<file path="src/rtl/i2s_tx_frame_ctrl_if.sv">
// i2s_tx_frame_ctrl_if: valid/ready read channel from the audio FIFO.
// Each transfer carries one sample and the channel it belongs to.
interface i2s_tx_frame_ctrl_if #(
  parameter int DATA_W = 24
);
  logic [DATA_W-1:0] s_tdata;
  logic              s_tid;
  logic              s_tvalid;
  logic              s_tready;
  modport master (output s_tdata, s_tid, s_tvalid, input s_tready);
  modport slave (input s_tdata, s_tid, s_tvalid, output s_tready);
endinterface

</file>
<file path="src/rtl/i2s_tx_frame_ctrl.sv">
// i2s_tx_frame_ctrl: I2S transmit sequencer (sclk/lrclk generation, per-slot FIFO fetch, serializer).
// Underflow and channel errors raise one-cycle pulses and set a sticky irq.
module i2s_tx_frame_ctrl #(
  parameter int DATA_W = 24,
  parameter int SLOT_W = 32,
  parameter int DIV_W  = 8
) (
  input  logic                 aud_mclk,
  input  logic                 aud_mrst_n,
  input  logic                 ctrl_enable,
  input  logic [DIV_W-1:0]     ctrl_sclk_div,
  input  logic                 irq_clr,
  i2s_tx_frame_ctrl_if.slave   s,
  output logic                 sclk_out,
  output logic                 lrclk_out,
  output logic                 sdata_0_out,
  output logic                 busy,
  output logic                 irq,
  output logic                 underflow,
  output logic                 ch_err
);
  localparam int BW = $clog2(SLOT_W);
  typedef enum logic [1:0] {IDLE, START, RUN, STOP} state_t;
  state_t            state_q;
  logic [DIV_W-1:0]  div_q, div_cnt_q;
  logic [BW-1:0]     bit_cnt_q;
  logic [DATA_W-1:0] sr_q;
  logic sclk_q, lrclk_q, sdata_q, tready_q, busy_q, irq_q, uf_q, ce_q, first_q;
  logic tick, fall, slot_end, done, fetch;
  assign tick     = div_cnt_q == div_q - DIV_W'(1);
  assign fall     = (state_q == RUN || state_q == STOP) && tick && sclk_q;
  assign slot_end = bit_cnt_q == BW'(SLOT_W - 1);
  assign done     = fall && state_q == STOP && !first_q && slot_end && lrclk_q;
  // The first fall after START opens the left slot; later fetches happen on slot wraps.
  assign fetch    = fall && (first_q || slot_end) && !done;
  always_ff @(posedge aud_mclk or negedge aud_mrst_n) begin
    if (!aud_mrst_n) begin
      state_q   <= IDLE;
      div_q     <= '0;
      div_cnt_q <= '0;
      bit_cnt_q <= '0;
      sr_q      <= '0;
      sclk_q    <= 1'b0;
      lrclk_q   <= 1'b0;
      sdata_q   <= 1'b0;
      tready_q  <= 1'b0;
      busy_q    <= 1'b0;
      irq_q     <= 1'b0;
      uf_q      <= 1'b0;
      ce_q      <= 1'b0;
      first_q   <= 1'b0;
    end else begin
      tready_q <= fetch;
      uf_q     <= tready_q && !s.s_tvalid;
      ce_q     <= tready_q && s.s_tvalid && (s.s_tid != lrclk_q);
      irq_q    <= uf_q || ce_q || (irq_q && !irq_clr);
      if (tready_q) sr_q <= s.s_tvalid ? s.s_tdata : '0;
      case (state_q)
        IDLE: if (ctrl_enable) begin
          state_q <= START;
          busy_q  <= 1'b1;
          div_q   <= (ctrl_sclk_div == '0) ? DIV_W'(1) : ctrl_sclk_div;
        end
        START: begin
          state_q   <= RUN;
          div_cnt_q <= '0;
          bit_cnt_q <= '0;
          sclk_q    <= 1'b0;
          lrclk_q   <= 1'b0;
          sdata_q   <= 1'b0;
          first_q   <= 1'b1;
        end
        default: begin
          if (state_q == RUN && !ctrl_enable) state_q <= STOP;
          div_cnt_q <= tick ? '0 : div_cnt_q + DIV_W'(1);
          if (tick) sclk_q <= !sclk_q;
          if (done) begin
            state_q   <= IDLE;
            busy_q    <= 1'b0;
            lrclk_q   <= 1'b0;
            sdata_q   <= 1'b0;
            div_cnt_q <= '0;
            bit_cnt_q <= '0;
            sr_q      <= '0;
          end else if (fall) begin
            first_q   <= 1'b0;
            bit_cnt_q <= fetch ? '0 : bit_cnt_q + BW'(1);
            sdata_q   <= fetch ? 1'b0 : sr_q[DATA_W-1];
            if (fetch) lrclk_q <= !first_q && !lrclk_q;
            else sr_q <= sr_q << 1;
          end
        end
      endcase
    end
  end
  assign s.s_tready  = tready_q;
  assign sclk_out    = sclk_q;
  assign lrclk_out   = lrclk_q;
  assign sdata_0_out = sdata_q;
  assign busy        = busy_q;
  assign irq         = irq_q;
  assign underflow   = uf_q;
  assign ch_err      = ce_q;
endmodule
</file>
<file path="src/flat_wrapper.sv">
// flat-port wrapper written by rule: the top's interface ports become plain ports
module i2s_tx_frame_ctrl_flat 
#(
  parameter int DATA_W = 24,
  parameter int SLOT_W = 32,
  parameter int DIV_W  = 8
)
  (aud_mclk, aud_mrst_n, ctrl_enable, ctrl_sclk_div, irq_clr, sclk_out, lrclk_out, sdata_0_out, busy, irq, underflow, ch_err, s_s_tdata, s_s_tid, s_s_tvalid, s_s_tready);
  i2s_tx_frame_ctrl_if #(.DATA_W(DATA_W)) s_i ();
  input  logic aud_mclk;
  input  logic aud_mrst_n;
  input  logic ctrl_enable;
  input  logic [DIV_W-1:0] ctrl_sclk_div;
  input  logic irq_clr;
  output logic sclk_out;
  output logic lrclk_out;
  output logic sdata_0_out;
  output logic busy;
  output logic irq;
  output logic underflow;
  output logic ch_err;
  input wire logic [$bits(s_i.s_tdata)-1:0] s_s_tdata;
  input wire logic [$bits(s_i.s_tid)-1:0] s_s_tid;
  input wire logic [$bits(s_i.s_tvalid)-1:0] s_s_tvalid;
  output wire logic [$bits(s_i.s_tready)-1:0] s_s_tready;
  assign s_i.s_tdata = s_s_tdata;
  assign s_i.s_tid = s_s_tid;
  assign s_i.s_tvalid = s_s_tvalid;
  assign s_s_tready = s_i.s_tready;
  i2s_tx_frame_ctrl #(.DATA_W(DATA_W), .SLOT_W(SLOT_W), .DIV_W(DIV_W)) u_core (.aud_mclk(aud_mclk), .aud_mrst_n(aud_mrst_n), .ctrl_enable(ctrl_enable), .ctrl_sclk_div(ctrl_sclk_div), .irq_clr(irq_clr), .s(s_i), .sclk_out(sclk_out), .lrclk_out(lrclk_out), .sdata_0_out(sdata_0_out), .busy(busy), .irq(irq), .underflow(underflow), .ch_err(ch_err));
endmodule
</file>
<file path="config.mk">
export PLATFORM = sky130hd
export DESIGN_NAME = i2s_tx_frame_ctrl_flat
export DESIGN_NICKNAME = d
export VERILOG_FILES = /design/src/rtl/i2s_tx_frame_ctrl_if.sv /design/src/rtl/i2s_tx_frame_ctrl.sv /design/src/flat_wrapper.sv
export SDC_FILE = /design/constraint.sdc
export NUM_CORES = 1
export LEC_CHECK = 0
export ABC_AREA = 1
export CAP_MARGIN = 20
export CORE_MARGIN = 8
export CORE_UTILIZATION = 43
export DETAILED_ROUTE_END_ITERATION = 8
export SETUP_SLACK_MARGIN = 0.3
export SYNTH_ARGS = -nofsm -noshare
export SYNTH_HDL_FRONTEND = slang
export SYNTH_SLANG_ARGS = --single-unit
</file>
<file path="constraint.sdc">
create_clock -name aud_mclk -period 5.6 [get_ports aud_mclk]
set_input_delay 0.84 -clock aud_mclk [delete_from_list [all_inputs] [get_ports aud_mclk]]
set_output_delay 0.84 -clock aud_mclk [all_outputs]
set_load 0.1 [all_outputs]
</file>
==> results of run 1 <==
## path summary, 6_finish.rpt
kind / from / endpoint / slack (ns) / cells after the start
min reg2reg: u_core.ch_err / u_core.irq / 0.48 / 2
max in group asynchronous: aud_mrst_n / u_core.bit_cnt_q[4] / 4.46 / 2
max reg2reg: u_core.bit_cnt_q[1] / u_core.sr_q[6] / 2.93 / 10
min: u_core.ch_err / u_core.irq / 0.48 / 2
min in group asynchronous: aud_mrst_n / u_core.div_q[5] / 0.65 / 2
max: u_core.s.s_tready / s_s_tready / 2.59 / 2
## worst min-delay path, cell delays in order, from the launching register on
cell     delay (ns)
dfrtp_1        0.35
nor2_1         0.05
o21ai_0        0.06
## synth_stat cells, types with 3 or more instances
master,count
nand2_1,139
inv_1,104
nand3_1,67
dfrtp_1,56
nor2_1,28
o22ai_1,23
o21ai_0,13
clkbuf_1,10
nand4_1,8
o21ai_1,8
a21oi_1,6
nor3_1,5
xor2_1,5
ha_1,4
buf_2,3
inv_2,3
nor2_2,3
## layer usage
layer  up-vias  share of wire (%)  global-route usage [%]
met5         -                  0                       0
met4         0                1.1                   4.422
met3         8                3.4                   3.146
met2        50                 50                   27.30
met1      1465                 45                   18.78
li1       1648                  -                       -
## through the flow
step	utilization (%)	instances	cell area [um2]
finish	50.69	648	4081
CTS	50.69	648	4081
floorplan	-	507	3488
global placement	49.68	641	4000
global route	50.69	648	4081
detailed placement	49.68	641	4000
## logic make-up (layout without fill, tap and decap cells)
kind of cell / after synthesis / count (layout) / share of synthesized area [%]
flops: 56 / 56 / 40.17
compound gates: 52 / 52 / 8.393
fa+ha+maj: 4 / 4 / 1.435
buf+inv: 127 / 163 / 14.45
mux: 2 / 2 / 0.6456
xor+xnor: 7 / 7 / 1.758
simple gates: 259 / 259 / 33.14
## layout make-up
cell class | instances | area (um2) | share of cell area, %
Tap cell | 105 | 131.4 | 3.219
Inverter | 109 | 409.1 | 10.02
Clock inverter | 2 | 12.51 | 0.3066
Timing Repair Buffer | 47 | 460.4 | 11.28
Clock buffer | 5 | 68.82 | 1.686
Multi-Input combinational cell | 324 | 1598 | 39.15
Sequential cell | 56 | 1401 | 34.33
## flip-flops by register name, summed over array words and instances, names as in the netlist
signal and count:
u_core.sr_q 24, u_core.div_cnt_q 8, u_core.div_q 8, u_core.bit_cnt_q 5, u_core.state_q 2, u_core.busy 1, u_core.ch_err 1, u_core.first_q 1
u_core.irq 1, u_core.lrclk_out 1, u_core.s.s_tready 1, u_core.sclk_out 1, u_core.sdata_0_out 1, u_core.underflow 1
## power by group
| group | switching [uW] | total [uW] | internal [uW] |
|---|---|---|---|
| Combinational | 266 | 429 | 163 |
| Sequential | 60.1 | 530 | 470 |
| Clock | 137 | 222 | 85.3 |
==> qor.txt, run 1 <==
Synth Area per Inst: 6.880 um2
Setup WS post-layout: 2.593 ns
DIE AREA: 0.01125 mm2
Die Y: 106.1 um
final wirelength: 8161 um
P per Cell Area: 289.5 mW/mm2
asr flop ratio synth: 100.0%
delay-heaviest family, CP: buffers and inverters
Die X: 106.1 um
Hold Crit Class: register to register
Root Buffer: clkbuf_8
number of enable flip-flop cells after synthesis: 0
initial core utilization: 43.33%
clk_lat worst skew: 0.31 ns
# Post-CTS Setup Buffers: 0
status: complete, no violations
number of register bits inferred by synthesis: 56
worst-margin pin slew: 0.9871 ns
Ports: 46
period utilisation layout: 53.70%
Remaining Overflow, GRT: 0
Cell Rows: 33
global-route wire length before repair: 14590 um
kind of critical path: register to primary output
syn nets: 549
Residual DRC: 0
worst ir drop on vdd: 0.1381 mV
max-slew violations: 0
Wirelength per Cell: 12.59 um
number of vias per cell: 4.894
sequential fraction of the synthesis area: 40.17%
setup TNS: 0 ns
clk sink count: 56
CP peak stage delay: 1.21 ns
Final Power: 1181 uW
cell type with the largest total area after synthesis: dfrtp_1
initial antenna violation count: 0
clock skew: 0.009589 ns
H-tree depth: 2
fin nets: 585
Core Area: 0.008051 mm2
ordered list of cells on the worst path: buf_4 -> clkdlybuf4s50_1
total track usage: 15.54%
share of layout cells above drive strength 1: 4.604%
CP max-delay cell: clkdlybuf4s50_1
GP Congestion: 0.8048
area grow syn2layout: 17.00%
Max Clk Rate: 332.6 MHz
count of different cell masters after synthesis: 33
max cap viols: 0
Synth Flop Type: dfrtp_1
Detail Placement HPWL: 5661 um
vias in the first global route: 3239
drt first pass iters: 5
Initial DRC Count: 84
Post-CTS Resized: 0
critical-path maximum fanout: 27
antenna-violating nets left: 0
worst path bufs/invs: 2
CTS clock-pin slew for the worst setup and hold paths: 0.10 ns
final hold viol count: 0
fin crit period: 3.007 ns
post-place setup slack: 2.919 ns
commonest cells after routing, fill and taps aside: 139 x nand2_1, 104 x inv_1, 67 x nand3_1
crit path DAT: 2.17 ns
most common cell after layout, fill and taps aside: nand2_1
Hold WS: 0.4843 ns
IO Port Bufs: 45
Worst setup SP type: register
hold buffer count at CTS: 0
top post-synthesis cells by area: dfrtp_1 40%, nand2_1 15%, inv_1 11%
Clock Path Buffers: 2
largest net degree at the start of global routing: 57
Lkg Pwr: 0.002138 uW
Slew HR: 33.99%
synthesized cell area: 0.003488 mm2
Final setup viols: 0
top cell type's share of synthesized area: 40.17%
Worst EP required: 4.76 ns
RSZ-0062 raised after global routing: false
TritonCTS Buffers: 5
CTS tree: done
Syn. warnings: 0
Cells after Synth: 507
Vias: 3171
Worst Setup End Kind: primary output
filler cell count: 817
ant diodes: 0
Power figures use the tool's default switching activity.
==> inputs of run 2 (changes only) <==
Settings changed: PLACE_DENSITY set to 0.67.
Clock period 5.6 ns to 2.55 ns, I/O delays scaled along.
==> run 2 against run 1 <==
  * Global-route usage is 0.89 points higher
  * Clock skew hardly changed
  * Critical endpoint is now u_core.sr_q[22]
  * Clock power is 120% higher
  * Largest power group unchanged
  * Design area is 7.9% higher
  * First-iteration DRC count is 68% higher
  * Non-clock buffer count is 24 higher
  * Core utilization is 4.0 points higher
  * Critical path depth is 15 higher
  * Die area stayed put
  * Highest routed layer unchanged
  * Largest cell class unchanged
  * Final cell count is 4.0% higher
  * Combinational power grew to 2.5 times the previous value
  * Register-to-register slack worse by 2.6 ns
==> qor.txt, run 2 (synthesis results as in run 1) <==
status: complete, no violations (unchanged)
most common cell after layout, fill and taps aside: nand2_1 (unchanged)
largest net degree at the start of global routing: 33 (was 57)
Final setup viols: 0 (unchanged)
CTS tree: done (unchanged)
CP peak stage delay: 0.41 ns (was 1.21 ns)
Ports: 46 (unchanged)
final wirelength: 8849 um (was 8161 um)
ordered list of cells on the worst path: inv_2 -> ha_4 -> inv_2 -> nand2_1 -> nand2_1 -> nor2_2 -> nand2_1 -> nor2_1 -> nand2_1 -> nor2_4 -> nand3_4 -> buf_4 -> nor2_4 -> buf_4 -> nand3_1 -> nand3_1 -> nand2_1 (was buf_4 -> clkdlybuf4s50_1)
Hold Crit Class: input pin to async pin (was register to register)
CP max-delay cell: dfrtp_1 (was clkdlybuf4s50_1)
final hold viol count: 0 (unchanged)
clk_lat worst skew: 0.31 ns (about the same)
register name with the most flops: u_core.sr_q (unchanged)
drt first pass iters: 4 (was 5)
Clock power frac: 17.6% (was 18.8%)
RSZ-0062 raised after global routing: true (was false)
H-tree depth: 2 (unchanged)
worst path bufs/invs: 4 (was 2)
area grow syn2layout: 26.26% (was 17.00%)
Max Clk Rate: 450.2 MHz
period utilisation layout: 87.11%
R2R setup slack: 0.33 ns (was 2.93 ns)
Initial DRC Count: 141 (was 84)
Regs by FF count: u_core.sr_q x24, u_core.div_cnt_q x8, u_core.div_q x8 (unchanged)
Vias: 3348 (was 3171)
Worst Setup End Kind: register (was primary output)
max cap viols: 0 (unchanged)
Core Area: 0.008051 mm2 (unchanged)
initial antenna violation count: 0 (unchanged)
Detail Placement HPWL: 6081 um (was 5661 um)
worst ir drop on vdd: 0.2553 mV (was 0.1381 mV)
Int Power: 1644 uW (was 718.4 uW)
delay-heaviest family, CP: simple AND/OR/NAND/NOR gates (was buffers and inverters)
initial core utilization: 43.33% (unchanged)
TritonCTS Buffers: 5 (unchanged)
Final Power: 2722 uW (was 1181 uW)
share of layout cells above drive strength 1: 14.06% (was 4.604%)
Slew HR: 57.18% (was 33.99%)
Wirelength per Cell: 13.13 um (was 12.59 um)
P per Cell Area: 618.1 mW/mm2 (was 289.5 mW/mm2)
vias in the first global route: 3299 (was 3239)
number of vias per cell: 4.967 (was 4.894)
Die Y: 106.1 um (unchanged)
total track usage: 16.43% (was 15.54%)
IO Port Bufs: 45 (unchanged)
ant diodes: 0 (unchanged)
Worst setup SP type: register (unchanged)
combinational share of power: 39.5% (was 36.3%)
global-route wire length before repair: 15330 um (was 14590 um)
critical-path maximum fanout: 3 (was 27)
commonest cells after routing, fill and taps aside: 135 x nand2_1, 101 x inv_1, 57 x nand3_1 (was 139 x nand2_1, 104 x inv_1, 67 x nand3_1)
clock skew: 0.009315 ns (was 0.009589 ns)
most frequent CP cell: nand2_1
setup TNS: 0 ns (unchanged)
GP Congestion: 0.8710 (was 0.8048)
Hold WS: 0.07819 ns (was 0.4843 ns)
Lkg Pwr: 0.002269 uW (was 0.002138 uW)
antenna-violating nets left: 0 (unchanged)
post-layout util: 54.70% (was 50.69%)
DIE AREA: 0.01125 mm2 (unchanged)
fin crit period: 2.221 ns
filler cell count: 771 (was 817)
max-slew violations: 0 (unchanged)
kind of critical path: register to register (was register to primary output)
Root Buffer: clkbuf_8 (unchanged)
hold buffer count at CTS: 0 (unchanged)
Worst EP required: 2.75 ns (was 4.76 ns)
worst-margin pin slew: 0.6423 ns (was 0.9871 ns)
clk sink count: 56 (unchanged)
max reg flops: 24 (unchanged)
switching share of total power: 39.61% (was 39.19%)
Remaining Overflow, GRT: 0 (unchanged)
Cell Rows: 33 (unchanged)
Residual DRC: 0 (unchanged)
fin nets: 611 (was 585)
Die X: 106.1 um (unchanged)
NetSw: 1078 uW (was 463.0 uW)
Clock Path Buffers: 2 (unchanged)
part of the power in registers: 42.9% (was 44.8%)
CTS clock-pin slew for the worst setup and hold paths: 0.10 ns (about the same)
crit path DAT: 2.43 ns (was 2.17 ns)
## run 2: changes by cell type in the layout (fill, tap and decap cells not counted), moves of 2 or more
| cell | delta |
|---|---|
| nand2_1 | -4 |
| nand3_1 | -10 |
| nand3_2 | +9 |
| nand2_8 | +2 |
| nand2_2 | +3 |
| buf_6 | +5 |
| buf_4 | +26 |
| nor2_2 | +2 |
| inv_2 | +3 |
| inv_1 | -3 |
| clkdlybuf4s50_1 | -8 |
| nor2_1 | -2 |
## run 2: final timing paths
path	cells past startpoint	to	start
worst min register to register	2	u_core.irq	u_core.underflow
worst max register to register	17	u_core.sr_q[22]	u_core.div_q[1]
max in group asynchronous	2	u_core.sr_q[1]	aud_mrst_n
worst max-delay path	17	u_core.sr_q[22]	u_core.div_q[1]
worst min-delay path	1	u_core.div_q[5]	aud_mrst_n
min in group aud_mclk	2	u_core.irq	u_core.underflow
## run 2: power by group through the flow
stage / clock [uW] / combinational, uW / sequential, uW
global placement: 0 / 955 / 1180
CTS: 485 / 1030 / 1170
global route: 520 / 1230 / 1190
floorplan: 0 / 680 / 1200
detailed placement: 0 / 969 / 1180
finish: 478 / 1080 / 1170
## run 2: layout make-up
cell class,instances,area [um2],share of cell area (%)
Clock buffer,6,72.57,1.648
Sequential cell,56,1403,31.85
Multi-Input combinational cell,326,1732,39.32
Timing Repair Buffer,71,651.9,14.80
Clock inverter,1,5.005,0.1136
Inverter,109,409.1,9.290
Tap cell,105,131.4,2.983
## run 2: timing repair
item	CTS	global route
resized for setup	9	27
setup buffers	6	8
pin swaps	4	16
endpoints found under the setup margin	28	40
cloned	2	1
## run 2: through the flow
step / area, um2 / worst slack [ns] / std cells
2_1_floorplan: 3488 / 0.3932 / 507
3_3_place_gp: 4051 / 0.2619 / 650
3_5_place_dp: 4051 / 0.2092 / 650
4_1_cts: 4234 / 0.3100 / 665
5_1_grt: 4404 / 0.1636 / 674
6_report: 4404 / 0.3287 / 674
## run 2: routing by layer
| layer | GRT usage, % | share of wire (%) |
|---|---|---|
| met5 | 0 | 0 |
| met4 | 4.221 | 1.3 |
| met3 | 3.206 | 4.6 |
| met2 | 28.60 | 51 |
| met1 | 20.30 | 43 |
## run 2: worst reg2reg max path: cells and delay by family, from the launching register on
family / cells / cell delay (ns)
adders and majority gates: 1 / 0.27
and+or+nand+nor: 12 / 1.03
buffers and inverters: 4 / 0.41
DFF: 1 / 0.41
==> patch 1: new RTL, flow settings as in run 2 <==
Encoding of `state_t`: now one-hot (4 bits for 4 states).
--- a/src/rtl/i2s_tx_frame_ctrl.sv
+++ b/src/rtl/i2s_tx_frame_ctrl.sv
@@ -21,5 +21,5 @@
 );
   localparam int BW = $clog2(SLOT_W);
-  typedef enum logic [1:0] {IDLE, START, RUN, STOP} state_t;
+  typedef enum logic [3:0] {IDLE = 4'b0001, START = 4'b0010, RUN = 4'b0100, STOP = 4'b1000} state_t;
   state_t            state_q;
   logic [DIV_W-1:0]  div_q, div_cnt_q;
Check against the original RTL: same outputs for any inputs over 10 cycles, from zero or initial values and one cycle with aud_mrst_n low; not proved beyond that.
==> patch 1 against run 2 <==
- total power increased by 0.40%
- worst setup slack better by 0.087 ns
- count of clock-buffer cells in the layout increased by 6
- sequential cell count rose by 2
- fmax increased by 4.1%
- wire length up 3.9%
- area after synthesis grew 6.2%
- final area grew 11%
- critical path type unchanged
- largest cell class unchanged
==> patch 1: results (changes against run 2) <==
| Metric | Value |
|---|---|
| Clk_skew | 0.0120 ns (was 0.00931 ns) |
| Placer Congestion | 0.823 (was 0.871) |
| Vias in the first global route | 3375 (was 3299) |
| Cells after Synth | 511 (was 507) |
| First-pass GRT wire length | 15300 um (about the same) |
| Adder-Cell Fraction of Synth Area | 1.35% (was 1.43%) |
| Leak | 2.49 nW (was 2.27 nW) |
| FF-to-FF path depth | 15 (was 17) |
| Sequential share of the synthesized area | 39.2% (was 40.2%) |
| Post-synth cell types | 35 (was 33) |
| Critical R2R Launch | u_core.div_q[0] (was u_core.div_q[1]) |
| Synth Area in Compound Gates | 7.66% (was 8.39%) |
| VDD IR-drop max | 317 uV (was 255 uV) |
| Mux share of post-synthesis cell area | 0% (was 0.646%) |
| Synth cell count leaders | nand2_1, inv_1, dfrtp_1 (was nand2_1, inv_1, nand3_1) |
| Placed inst area | 4320 sq um (was 4050 sq um) |
| # fillers | 743 (was 771) |
| Cell count after placement | 666 (was 650) |
| Fin nets | 627 (was 611) |
| Htree depth | 3 (was 2) |
| Critical-path maximum fanout | 8 (was 3) |
| Share of cells above drive strength 1 | 24.1% (was 14.1%) |
| Power Internal | 1.88 mW (was 1.64 mW) |
| Final WS setup | 0.416 ns (was 0.329 ns) |
| FF-to-FF End | u_core.sr_q[9] (was u_core.sr_q[22]) |
| DP Worst Slack | 0.0516 ns (was 0.209 ns) |
| Outcome | complete, no violations (unchanged) |
| Vias/cell | 4.85 (was 4.97) |
| Post-Route WL | 9190 um (was 8850 um) |
| Synth area leaders | dfrtp_1, nand2_1, inv_1 (unchanged) |
| Syn nets | 553 (was 549) |
| GRT Total Usage | 16.1% (was 16.4%) |
[patch 1: cell count changes in the layout (fill, tap and decap cells not counted), moves of 5 or more]
cell | before | now
nand2_1 | 135 | 130
buf_4 | 28 | 35
nand3_1 | 57 | 36
clkbuf_8 | 5 | 12
nand4_1 | 8 | 1
o21ai_1 | 8 | 3
nand3_2 | 9 | 32
nand2_2 | 3 | 26
[patch 1: per-layer routing]
| layer | track usage [%] | part of all wire, % |
|---|---|---|
| met1 | 20.5 | 45 |
| met2 | 25.8 | 48 |
| met4 | 5.96 | 1.2 |
| met5 | 0 | 0 |
| met3 | 3.96 | 5.6 |
[patch 1: kinds of logic (layout without fill, tap and decap cells)]
logic type,after synthesis,count (layout)
DFF,58,58
adders and majority gates,4,4
buffers and inverters,121,199
and+or+nand+nor,273,274
xor gates and xnor gates,7,7
AOI/OAI and AO/OA,48,48
[patch 1: layout make-up]
class	count	area, sq um	share of cell area [%]
Timing Repair inverter	1	8.76	0.180
Clock inverter	4	72.6	1.49
Inverter	103	399	8.18
Clock buffer	12	165	3.39
Timing Repair Buffer	79	737	15.1
Multi-Input combinational cell	333	1910	39.1
Tap cell	108	135	2.77
Sequential cell	58	1450	29.8
[patch 1: power by group through the flow]
stage	registers, mW	clock network [mW]	logic, mW
4_1_cts	1.09	1.04	0.588
3_3_place_gp	1.11	0	0.569
5_1_grt	1.11	1.08	0.696
2_1_floorplan	1.14	0	0.365
6_report	1.10	1.02	0.613
3_5_place_dp	1.11	0	0.585
[patch 1: what timing repair did]
action | 4_1_cts | 5_1_grt
resized for setup | 5 | 30
endpoints found under the setup margin | 23 | 42
gates cloned | 1 | 1
pin swaps | 0 | 16
buffers inserted | 0 | 14
==> patch 2: new RTL, flow settings as in run 2 <==
Made on the original files. `SLOT_W` is set to 32 in 2 places; all go to 64.
--- a/src/rtl/i2s_tx_frame_ctrl.sv
+++ b/src/rtl/i2s_tx_frame_ctrl.sv
@@ -3,5 +3,5 @@
 module i2s_tx_frame_ctrl #(
   parameter int DATA_W = 24,
-  parameter int SLOT_W = 32,
+  parameter int SLOT_W = 64,
   parameter int DIV_W  = 8
 ) (
--- a/src/flat_wrapper.sv
+++ b/src/flat_wrapper.sv
@@ -3,5 +3,5 @@
 #(
   parameter int DATA_W = 24,
-  parameter int SLOT_W = 32,
+  parameter int SLOT_W = 64,
   parameter int DIV_W  = 8
 )
Function: no difference found for any inputs over 10 cycles, from zero or initial values and one cycle with aud_mrst_n low; that may be too few to reach the edited logic, so the function may still have changed.
==> patch 2 against run 2 <==
- clock skew about the same
- wire length shrank 0.31%
- final area decreased by 1.7%
- combinational power is 34% higher
- total power increased by 36%
- worst setup slack better by 0.087 ns
- die area down 1.5%
- critical path type unchanged
- sequential cell count increased by 1
- non-clock buffer count is 8 lower
- area after synthesis shrank 1.8%
- critical endpoint is now u_core.div_cnt_q[5]
==> patch 2: results (changes against run 2) <==
| Metric | Value |
|---|---|
| FF-to-FF End | u_core.div_cnt_q[5] (was u_core.sr_q[22]) |
| # fillers | 714 (was 771) |
| Vias/cell | 5.09 (was 4.97) |
| VDD IR-drop max | 501 uV (was 255 uV) |
| Cts repair resizes | 3 (was 9) |
| Post CTS Setup Buffer Count | 0 (was 6) |
| Sequential share of the synthesized area | 41.6% (was 40.2%) |
| Cell count after placement | 608 (was 650) |
| Synth Area in Compound Gates | 13.9% (was 8.39%) |
| Placer Congestion | 0.860 (was 0.871) |
| Hold Slack | 0.0241 ns (was 0.0782 ns) |
| 1st-iter DRT viols | 173 (was 141) |
| Mux share of post-synthesis cell area | 0% (was 0.646%) |
| Clk_skew | 0.00961 ns (was 0.00931 ns) |
| DP Worst Slack | 0.204 ns (was 0.209 ns) |
| Critical-path maximum fanout | 8 (was 3) |
| P&R area growth vs syn | 26.3% (about the same) |
| Clk pin slew, worst setup/hold paths | 0.07 ns (was 0.10 ns) |
| Worst Max-Slew Pin Slew | 0.543 ns (was 0.642 ns) |
| Share of cells above drive strength 1 | 13.0% (was 14.1%) |
| Wire per inst | 13.9 um (was 13.1 um) |
| Fin nets | 568 (was 611) |
| Adder-Cell Fraction of Synth Area | 1.10% (was 1.43%) |
| Vias | 3225 (was 3348) |
| Leak | 2.10 nW (was 2.27 nW) |
| Placed inst area | 3980 sq um (was 4050 sq um) |
| Synth cell count leaders | nand2_1, nand3_1, dfrtp_1 (was nand2_1, inv_1, nand3_1) |
| Syn_area_per_cell | 7.18 sq um (was 6.88 sq um) |
| XOR/XNOR Fraction of Synth Area | 3.32% (was 1.76%) |
| Post-DP HPWL | 5760 um (was 6080 um) |
| Pin count of the biggest net entering global routing | 51 (was 33) |
| Htree depth | 3 (was 2) |
| Vias in the first global route | 3088 (was 3299) |
| GRT Total Usage | 15.6% (was 16.4%) |
| Worst-Skew Late Latency | 0.34 ns (was 0.31 ns) |
| Reg2reg setup slack | 0.42 ns (was 0.33 ns) |
| First-pass GRT wire length | 14400 um (was 15300 um) |
| Outcome | complete, no violations (unchanged) |
[patch 2: cells by family (layout without fill, tap and decap cells)]
kind of cell,Yosys count,count (layout)
and+or+nand+nor,229,230
AOI/OAI and AO/OA,91,91
buffers and inverters,84,137
DFF,57,57
xor gates and xnor gates,13,13
adders and majority gates,3,3
[patch 2: worst max-delay path by stage]
stage | end | slack [ns] | cells after the start
global route | u_core.div_cnt_q[1] | 0.28 | 14
finish | u_core.div_cnt_q[5] | 0.42 | 14
detailed placement | u_core.sr_q[9] | 0.20 | 13
global placement | u_core.sr_q[10] | 0.31 | 15
CTS | u_core.sr_q[9] | 0.32 | 15
floorplan | u_core.sr_q[22] | 0.50 | 8
[patch 2: layer usage]
layer / GRT usage, % / vias up / routed length, um
met2: 24.8 / 64 / 4070
met5: 0 / - / 0
met4: 6.42 / 0 / 129
li1: - / 1645 / -
met1: 20.6 / 1506 / 4260
met3: 2.68 / 10 / 357
[patch 2: worst max-delay path, delay by kind of cell, from the launching register on]
family                     cells  cell delay [ns]
adders and majority gates      1             0.27
buffers and inverters          2             0.21
and+or+nand+nor               10             1.04
DFF                            1             0.42
AOI/OAI and AO/OA              1             0.07
[patch 2: report_power, final]
group	internal (mW)	switching, mW	total, mW
Sequential	1.20	0.194	1.40
Combinational	0.521	0.928	1.45
Clock	0.496	0.362	0.858
Total	2.22	1.48	3.70
[patch 2: cell type report]
| class | count | share of cell area [%] |
|---|---|---|
| sequential | 57 | 33.0 |
| tap | 102 | 2.95 |
| clock buffer | 12 | 3.58 |
| timing repair buffer | 63 | 14.5 |
| inverter | 59 | 5.17 |
| clock inverter | 3 | 0.925 |
| multi-input combinational | 337 | 39.9 |
